--- config.mk ---
export PLATFORM = sky130hd
export DESIGN_NAME = int_entry_sequencer
export DESIGN_NICKNAME = d
export VERILOG_FILES = /design/src/rtl/int_entry_sequencer.sv
export SDC_FILE = /design/constraint.sdc
export NUM_CORES = 1
export LEC_CHECK = 0
export CAP_MARGIN = 20
export CORE_ASPECT_RATIO = 0.75
export CORE_UTILIZATION = 45
export DETAILED_ROUTE_END_ITERATION = 8
export PLACE_DENSITY = 0.73
export SYNTH_ARGS = -nofsm -noshare
export SYNTH_HDL_FRONTEND = slang
export SYNTH_SLANG_ARGS = --single-unit
--- constraint.sdc ---
create_clock -name clk -period 2.7 [get_ports clk]
set_input_delay 0.675 -clock clk [delete_from_list [all_inputs] [get_ports clk]]
set_output_delay 0.675 -clock clk [all_outputs]
set_load 0.05 [all_outputs]
--- src/rtl/int_entry_sequencer.sv ---
// int_entry_sequencer: interrupt entry/return sequencer placed downstream of the
// interrupt controller. It accepts a request at a write-back boundary, pushes
// {resume PC, interrupt number} onto an EPC stack and redirects fetch to the
// handler vector. On ERET it pops the stack, redirects to the saved PC and
// pulses Circular_ERET_In back to the controller.
// Optional feature macro: NESTED_INT_EN (defined = nesting up to DEPTH,
// undefined = a single level of interrupt, no nesting).
module int_entry_sequencer #(
    parameter logic [31:0] VECTOR_BASE   = 32'h0000_3000,
    parameter logic [31:0] VECTOR_STRIDE = 32'h0000_0020,
    parameter int          DEPTH         = 4,
    parameter int          GUARD_CYCLES  = 4
) (
    input  logic        clk,
    input  logic        clr,
    input  logic        IntRequest,
    input  logic [1:0]  IntNum,
    input  logic        WB_valid,
    input  logic [31:0] WB_NOINT_NextPC,
    input  logic        ERET,
    output logic        IntEnable,
    output logic        IntTaken,
    output logic        RedirectValid,
    output logic [31:0] RedirectPC,
    output logic        Circular_ERET_In,
    output logic [1:0]  CurIntNum,
    output logic [3:0]  Depth,
    output logic        StrayEret
);

`ifdef NESTED_INT_EN
    localparam int EFF_DEPTH = DEPTH;
`else
    localparam int EFF_DEPTH = 1;
`endif
    localparam logic [3:0] EFF_DEPTH_W = 4'(EFF_DEPTH);
    localparam logic [7:0] GUARD_LOAD  = 8'(GUARD_CYCLES);

    typedef enum logic [1:0] {
        IDLE   = 2'd0,
        GUARD  = 2'd1,
        RUN    = 2'd2,
        RETURN = 2'd3
    } state_t;

    state_t      state;
    logic [7:0]  guard_cnt;
    logic [31:0] epc_mem [EFF_DEPTH];
    logic [1:0]  num_mem [EFF_DEPTH];

    logic        eret_seen;
    logic        accept;
    logic        eret_accept;
    logic [3:0]  top_idx;
    logic [3:0]  below_idx;
    logic [31:0] vector_pc;

    // Decoded enable, derived only from registered state and depth so it stays glitch-free.
    assign IntEnable = ((state == IDLE) || (state == RUN)) && (Depth < EFF_DEPTH_W);

    // Acceptance decisions and stack addressing for the current cycle.
    always_comb begin
        // NOTE: every signal driven here gets a default first so no path leaves it unassigned (no latch).
        eret_seen   = 1'b0;
        accept      = 1'b0;
        eret_accept = 1'b0;
        top_idx     = Depth - 4'd1;
        below_idx   = Depth - 4'd2;
        vector_pc   = VECTOR_BASE + VECTOR_STRIDE * {30'd0, IntNum};

        eret_seen   = ERET && WB_valid;
        // ERET has priority: a request arriving with an ERET stays pending upstream.
        accept      = IntEnable && IntRequest && WB_valid && !eret_seen;
        eret_accept = eret_seen && (Depth != 4'd0) && ((state == GUARD) || (state == RUN));
    end

    // Sequencer FSM, EPC stack and all registered outputs.
    always_ff @(posedge clk) begin
        if (!clr) begin
            // NOTE: the stack is cleared on reset so popped/unused entries never leak stale PCs; the loop is fine because the stack is tiny.
            state            <= IDLE;
            guard_cnt        <= 8'd0;
            IntTaken         <= 1'b0;
            RedirectValid    <= 1'b0;
            RedirectPC       <= 32'd0;
            Circular_ERET_In <= 1'b0;
            CurIntNum        <= 2'd0;
            Depth            <= 4'd0;
            StrayEret        <= 1'b0;
            for (int i = 0; i < EFF_DEPTH; i++) begin
                epc_mem[i] <= 32'd0;
                num_mem[i] <= 2'd0;
            end
        end else begin
            // NOTE: sequential state uses non-blocking assignments so every register samples pre-edge values.
            IntTaken         <= 1'b0;
            RedirectValid    <= 1'b0;
            Circular_ERET_In <= 1'b0;

            if (eret_seen && (Depth == 4'd0)) begin
                StrayEret <= 1'b1;
            end

            unique case (state)
                IDLE, RUN: begin
                    if (eret_accept) begin
                        RedirectPC       <= epc_mem[top_idx[2:0]];
                        RedirectValid    <= 1'b1;
                        Circular_ERET_In <= 1'b1;
                        Depth            <= top_idx;
                        CurIntNum        <= (Depth >= 4'd2) ? num_mem[below_idx[2:0]] : 2'd0;
                        state            <= RETURN;
                    end else if (accept) begin
                        epc_mem[Depth[2:0]] <= WB_NOINT_NextPC;
                        num_mem[Depth[2:0]] <= IntNum;
                        Depth               <= Depth + 4'd1;
                        CurIntNum           <= IntNum;
                        RedirectPC          <= vector_pc;
                        RedirectValid       <= 1'b1;
                        IntTaken            <= 1'b1;
                        guard_cnt           <= GUARD_LOAD;
                        state               <= GUARD;
                    end
                end
                GUARD: begin
                    if (eret_accept) begin
                        RedirectPC       <= epc_mem[top_idx[2:0]];
                        RedirectValid    <= 1'b1;
                        Circular_ERET_In <= 1'b1;
                        Depth            <= top_idx;
                        CurIntNum        <= (Depth >= 4'd2) ? num_mem[below_idx[2:0]] : 2'd0;
                        state            <= RETURN;
                    end else if (guard_cnt <= 8'd1) begin
                        guard_cnt <= 8'd0;
                        state     <= RUN;
                    end else begin
                        guard_cnt <= guard_cnt - 8'd1;
                    end
                end
                RETURN: begin
                    state <= (Depth == 4'd0) ? IDLE : RUN;
                end
                default: state <= IDLE;
            endcase
        end
    end

endmodule

# After elaboration in Yosys (flattened, before gate mapping)
# Memories as Yosys holds them, arrays and structs flattened.
# Index checks and enable logic that the tools add are counted.
# totals
ff_bits,52
latchBits,0
ram_bits,34
rom_bits,0
in_bits,39
out_inout_bits,43
mem_count,2
# op_classes
add_sub_neg,4
n_mul,0
div_mod_pow,0
magnitude_cmp,3
n_eq_ne,9
shift,0
muxes,37
n_bitwise,0
n_reduce_logical,23
# memory_table
memory,words,word_bits,read_ports,rd_clocked_by_memory_dff,wr,line_no,text
epc_mem,1,32,1,0,1,48,logic [31:0] epc_mem [EFF_DEPTH];
num_mem,1,2,1,0,1,49,logic [1:0] num_mem [EFF_DEPTH];
# ops
op,n
two-way mux 32 bit,4
one-hot mux 32 bit (2 select lines),1
two-way mux 8 bit,4
OR reduction 32 bit,1
two-way mux 2 bit,10
one-hot mux 8 bit (2 select lines),1
"adder 14 x 7 -> 15 bit, first input constant",1
two-way mux 4 bit,3
two-way mux 1 bit,10
"<= comparator 8 x 1 -> 1 bit, second input constant",1
logical AND 1 bit,8
"inequality test 2 bit, second input constant",4
one-hot mux 4 bit (2 select lines),1
"subtractor 8 x 1 -> 8 bit, second input constant",1
one-hot mux 2 bit (3 select lines),1
"adder 4 x 1 -> 4 bit, second input constant",1
"equality test 2 bit, second input constant",2
"greater-or-equal comparator 4 x 2 -> 1 bit, second input constant",1
logical NOT 4 bit,1
"< comparator 4 x 1 -> 1 bit, second input constant",1
one-hot mux 2 bit (2 select lines),1
AND reduction 2 bit,2
AND reduction 4 bit,1
nonzero test 4 bit,1
other kinds (12),14

# Logic depth before layout (Yosys ltp)
# logic_depth
depth_word,13
ltp_mapped,9
mapped_depth_nobuf,7

# Least setup slack after synthesis
# Ideal clock, no wire load.
# synth_path
kind,register to register
start,reg Depth[0]
end,mem epc_mem[0][0] (enable)
setup_time_ns,0.392
arrival_time_ns,2.368
t_required_ns,2.308
path_slack_ns,-0.059
stages_incl_launch_ff,6
period_less_slack_ns,2.759
path_cell_list,dfxtp_1 inv_1 ha_1 or3b_4 or3_1 nand2_1
# synth_via
elab_chain_len,12
word_cells_on_any_way,15
classes_between,1 x order compare; 6 x mux; 8 x reduce/logical
# synth_lines
item,line_no,text
start: declaration,27,"output logic [3:0] Depth,"
start signal: assignment,110,Depth <= top_idx;
start signal: assignment,116,Depth <= Depth + 4'd1;
start signal: assignment,130,Depth <= top_idx;
< comparator 4 x 1 -> 1 bit,59,assign IntEnable = ((state == IDLE) || (state == RUN)) && (Depth < EFF_DEPTH_W);
logical AND 1 bit,59,
logical AND 1 bit (3 in series),73,accept = IntEnable && IntRequest && WB_valid && !eret_seen;
two-way mux 1 bit,113,end else if (accept) begin
two-way mux 1 bit (*),--,
two-way mux 1 bit (*),104,unique case (state)
two-way mux 1 bit (*),--,
two-way mux 1 bit (implied by the code) (*),114,epc_mem[Depth[2:0]] <= WB_NOINT_NextPC;
OR reduction 32 bit (no line),--,
two-way mux 1 bit (no line) (*),--,
end: declaration,48,
# Mark *: on every way between the ends. The rest lies on a longest branch, timed or not.

# Worst setup path in the final report
# layout_path
start,reg Depth[1]
end,out IntEnable
# layout_via
elab_chain_len,2
# layout_lines
item,line_no,text
< comparator 4 x 1 -> 1 bit,59,
logical AND 1 bit,59,
end: declaration,21,"output logic IntEnable,"
# No other way between the ends.

==> qor.csv <==
stage,metric,value,unit
outcome,status,completed,
sta,Final TNS setup,0,ns
yosys,Unique masters post-synth,43,
worst_setup_path,Crit path arrival time,1.81,ns
grt,initial antenna violation count,0,
sta,final hold violations,0,
sta,actual slew at the worst max-slew pin,0.588,ns
sta,RSZ-0062 raised after global routing,no,
sta,Hold Slack,0.454,ns
yosys,Post-synth EDFFs,34,
placed_design,PortBufs,81,
worst_setup_path,"Critical Path, Cell by Cell",inv_1 -> ha_1 -> or3b_4 -> nor2_1 -> buf_12,
sta,Rel. slew slack,60.8,%
die,core area,7570,sq um
worst_setup_path,CP max FO,8,
worst_setup_path,kind of critical path,flip-flop to primary output,
clock_tree,post-CTS setup buffers,0,
placed_design,routability congestion estimate,0.892,
finish,"commonest non-fill, non-tap cell in the layout",clkdlybuf4s50_1,
worst_setup_path,Worst EP required,2.03,ns
yosys,"FF+latch count, synth",86,
die,Die Ht,79.6,microns
power_and_ir_drop,Cell Pwr Density,913,nW/um^2
clock_tree,CTS tree,done,
worst_setup_path,slowest CP cell,or3b_4,
clock_tree,total CTS buffers,9,
clock_tree,CTS hold repair buffers,0,
clock_tree,Sink Count,86,
hold_path,Min-Delay Path Class,flip-flop to flip-flop,
die,die area,8400,sq um
finish,layout cells sized above 1,9.65,%
power_and_ir_drop,Lkg Pwr,1.73,nW
yosys,YS warnings,0,
clock_tree,cts repair resizes,0,
clock_tree,CTS Buffer Depth,2,
yosys,Gate Count Post-Synth,361,
grt,first-pass GRT wire length,13700,microns
route,vias per cell,5.24,
clock_tree,Worst-path clk slew,0.08,ns
route,routed vias,2918,
worst_setup_path,Crit. End Element,primary output,
route,drt first pass iters,4,
finish,Layout area overhead,34.3,%
sta,Final Cycle Share,92.2,%
sta,Setup Viol. Count Final,0,
die,# IOs,82,
yosys,sequential fraction of the synthesis area,57.0,%
route,drt total wl,8430,microns
route,antenna-violating nets left,0,
sta,fin. max-slew vios,0,
worst_setup_path,startpoint types,flip-flop,
grt,vias in the first global route,2878,
die,die width,105,microns
yosys,Syn Area/Cell,10.0,sq um
finish,"commonest non-fill, non-tap cells in the layout","clkdlybuf4s50_1, dfxtp_1, a21oi_1, nand2_1",
yosys,asr flop ratio synth,0,%
sta,fmax,0.402,GHz
placed_design,Final HPWL DP,5770,microns
power_and_ir_drop,Worst VDD drop,0.451,mV
route,DR iter-0 viols,102,
grt,largest net degree at the start of global routing,36,
grt,total grt overflow,0,
clock_tree,worst skew pair latency,0.34,ns
sta,Tmin final,2.49,ns
die,Rows,27,
clock_tree,H-tree depth,3,
job,max_cap viols,0,
sta,Setup Skew,0.00780,ns
yosys,Syn Std Cell Area,3610,sq um
yosys,Most used DFF post-synth,dfxtp_1,
clock_tree,CTS root buffer,clkbuf_8,
route,number of remaining DRC errors,0,
die,Initial Util,47.8,%
yosys,"Net Count, Synth",409,
grt,GRT Util Overall,21.1,%
route,wire length per cell,15.1,microns
finish,final net count,499,
worst_setup_path,"slowest stage delay, CP",0.43,ns
finish,n_diodes,0,
==> path summary, 6_finish.rpt <==
check,cells past startpoint,startpoint,slack (ns),end
setup reg to reg,10,Depth[1]$_SDFFE_PN0P_,0.27,RedirectPC[5]$_SDFFE_PN0P_
setup / recovery,5,Depth[1]$_SDFFE_PN0P_,0.21,IntEnable
hold / removal,2,RedirectPC[10]$_SDFFE_PN0P_,0.45,RedirectPC[10]$_SDFFE_PN0P_
hold reg to reg,2,RedirectPC[10]$_SDFFE_PN0P_,0.45,RedirectPC[10]$_SDFFE_PN0P_
==> logic make-up after synthesis <==
| logic type | count (synthesis) | share of synthesized area, % |
|---|---|---|
| adder cells (fa/ha/maj) | 9 | 3.12 |
| AO/OA/AOI/OAI | 74 | 12.0 |
| AND/OR/NAND/NOR | 156 | 23.0 |
| buffers and inverters | 32 | 3.74 |
| multiplexers | 2 | 0.554 |
| flip-flops | 86 | 57.0 |
| XOR/XNOR | 2 | 0.485 |
==> per-stage QoR <==
stage | worst slack [ns] | area, sq um | total power, mW | util [%] | cells
6_report | 0.212 | 4850 | 4.43 | 64.1 | 557
5_1_grt | 0.101 | 4850 | 4.67 | 64.1 | 557
4_1_cts | 0.171 | 4850 | 4.45 | 64.1 | 557
3_5_place_dp | 0.0231 | 4690 | 3.66 | 62.0 | 541
3_3_place_gp | 0.0546 | 4690 | 3.62 | 62.0 | 541
2_1_floorplan | 0.123 | 3620 | 2.94 | - | 361
==> cells in the mapped netlist, types with 2 or more instances <==
library cell / instances / area, sq um
o22ai_1: 2 / 12.5
a31oi_2: 2 / 25.0
a31oi_1: 4 / 25.0
clkbuf_1: 13 / 48.8
ha_1: 9 / 113
nand4b_1: 2 / 17.5
nor3_1: 9 / 45.0
edfxtp_1: 34 / 1020
dfxtp_1: 52 / 1040
o21ai_0: 10 / 50.1
nand3b_1: 3 / 22.5
and2_1: 34 / 213
o221ai_1: 2 / 17.5
buf_4: 2 / 15.0
mux2i_1: 2 / 20.0
xnor2_1: 2 / 17.5
a311oi_1: 2 / 17.5
nand4_1: 2 / 12.5
or3_1: 6 / 37.5
inv_1: 10 / 37.5
nand3_1: 31 / 155
nand2_1: 43 / 161
nor2_1: 14 / 52.6
or4_1: 4 / 30.0
buf_2: 6 / 30.0
a21oi_1: 44 / 220
==> sequential cells by signal, summed over array words and instances (netlist names), 2 cells and up <==
signal      count
guard_cnt       8
num_mem         2
RedirectPC     32
Depth           4
state           2
epc_mem        32
CurIntNum       2
==> area by class of cell <==
class	count	area, sq um
Sequential cell	86	2060
Timing Repair Buffer	100	1030
Tap cell	101	126
Multi-Input combinational cell	243	1430
Clock inverter	5	33.8
Inverter	11	41.3
Clock buffer	11	131
Fill cell	654	2710
==> worst max-delay path, delay by kind of cell, from the launching register on <==
family,cells,cell delay [ns]
buffers and inverters,2,0.25
AND/OR/NAND/NOR,2,0.64
adder cells (fa/ha/maj),1,0.19
flip-flops,1,0.39
==> power breakdown <==
group	internal, mW	switching (mW)	leakage (nW)	total, mW
Clock	0.337	0.446	0.0818	0.783
Sequential	1.54	0.122	0.776	1.66
Combinational	0.733	1.25	0.869	1.98
Total	2.61	1.82	1.73	4.43
==> per-layer routing <==
layer / up-vias / GRT usage [%] / wire length (microns)
li1: 1453 / - / -
met1: 1375 / 27.7 / 3960
met2: 82 / 34.4 / 4000
met3: 8 / 5.96 / 411
met4: 0 / 5.69 / 54
met5: - / 0 / 0
Note: power is estimated with default switching activity, not from simulation.
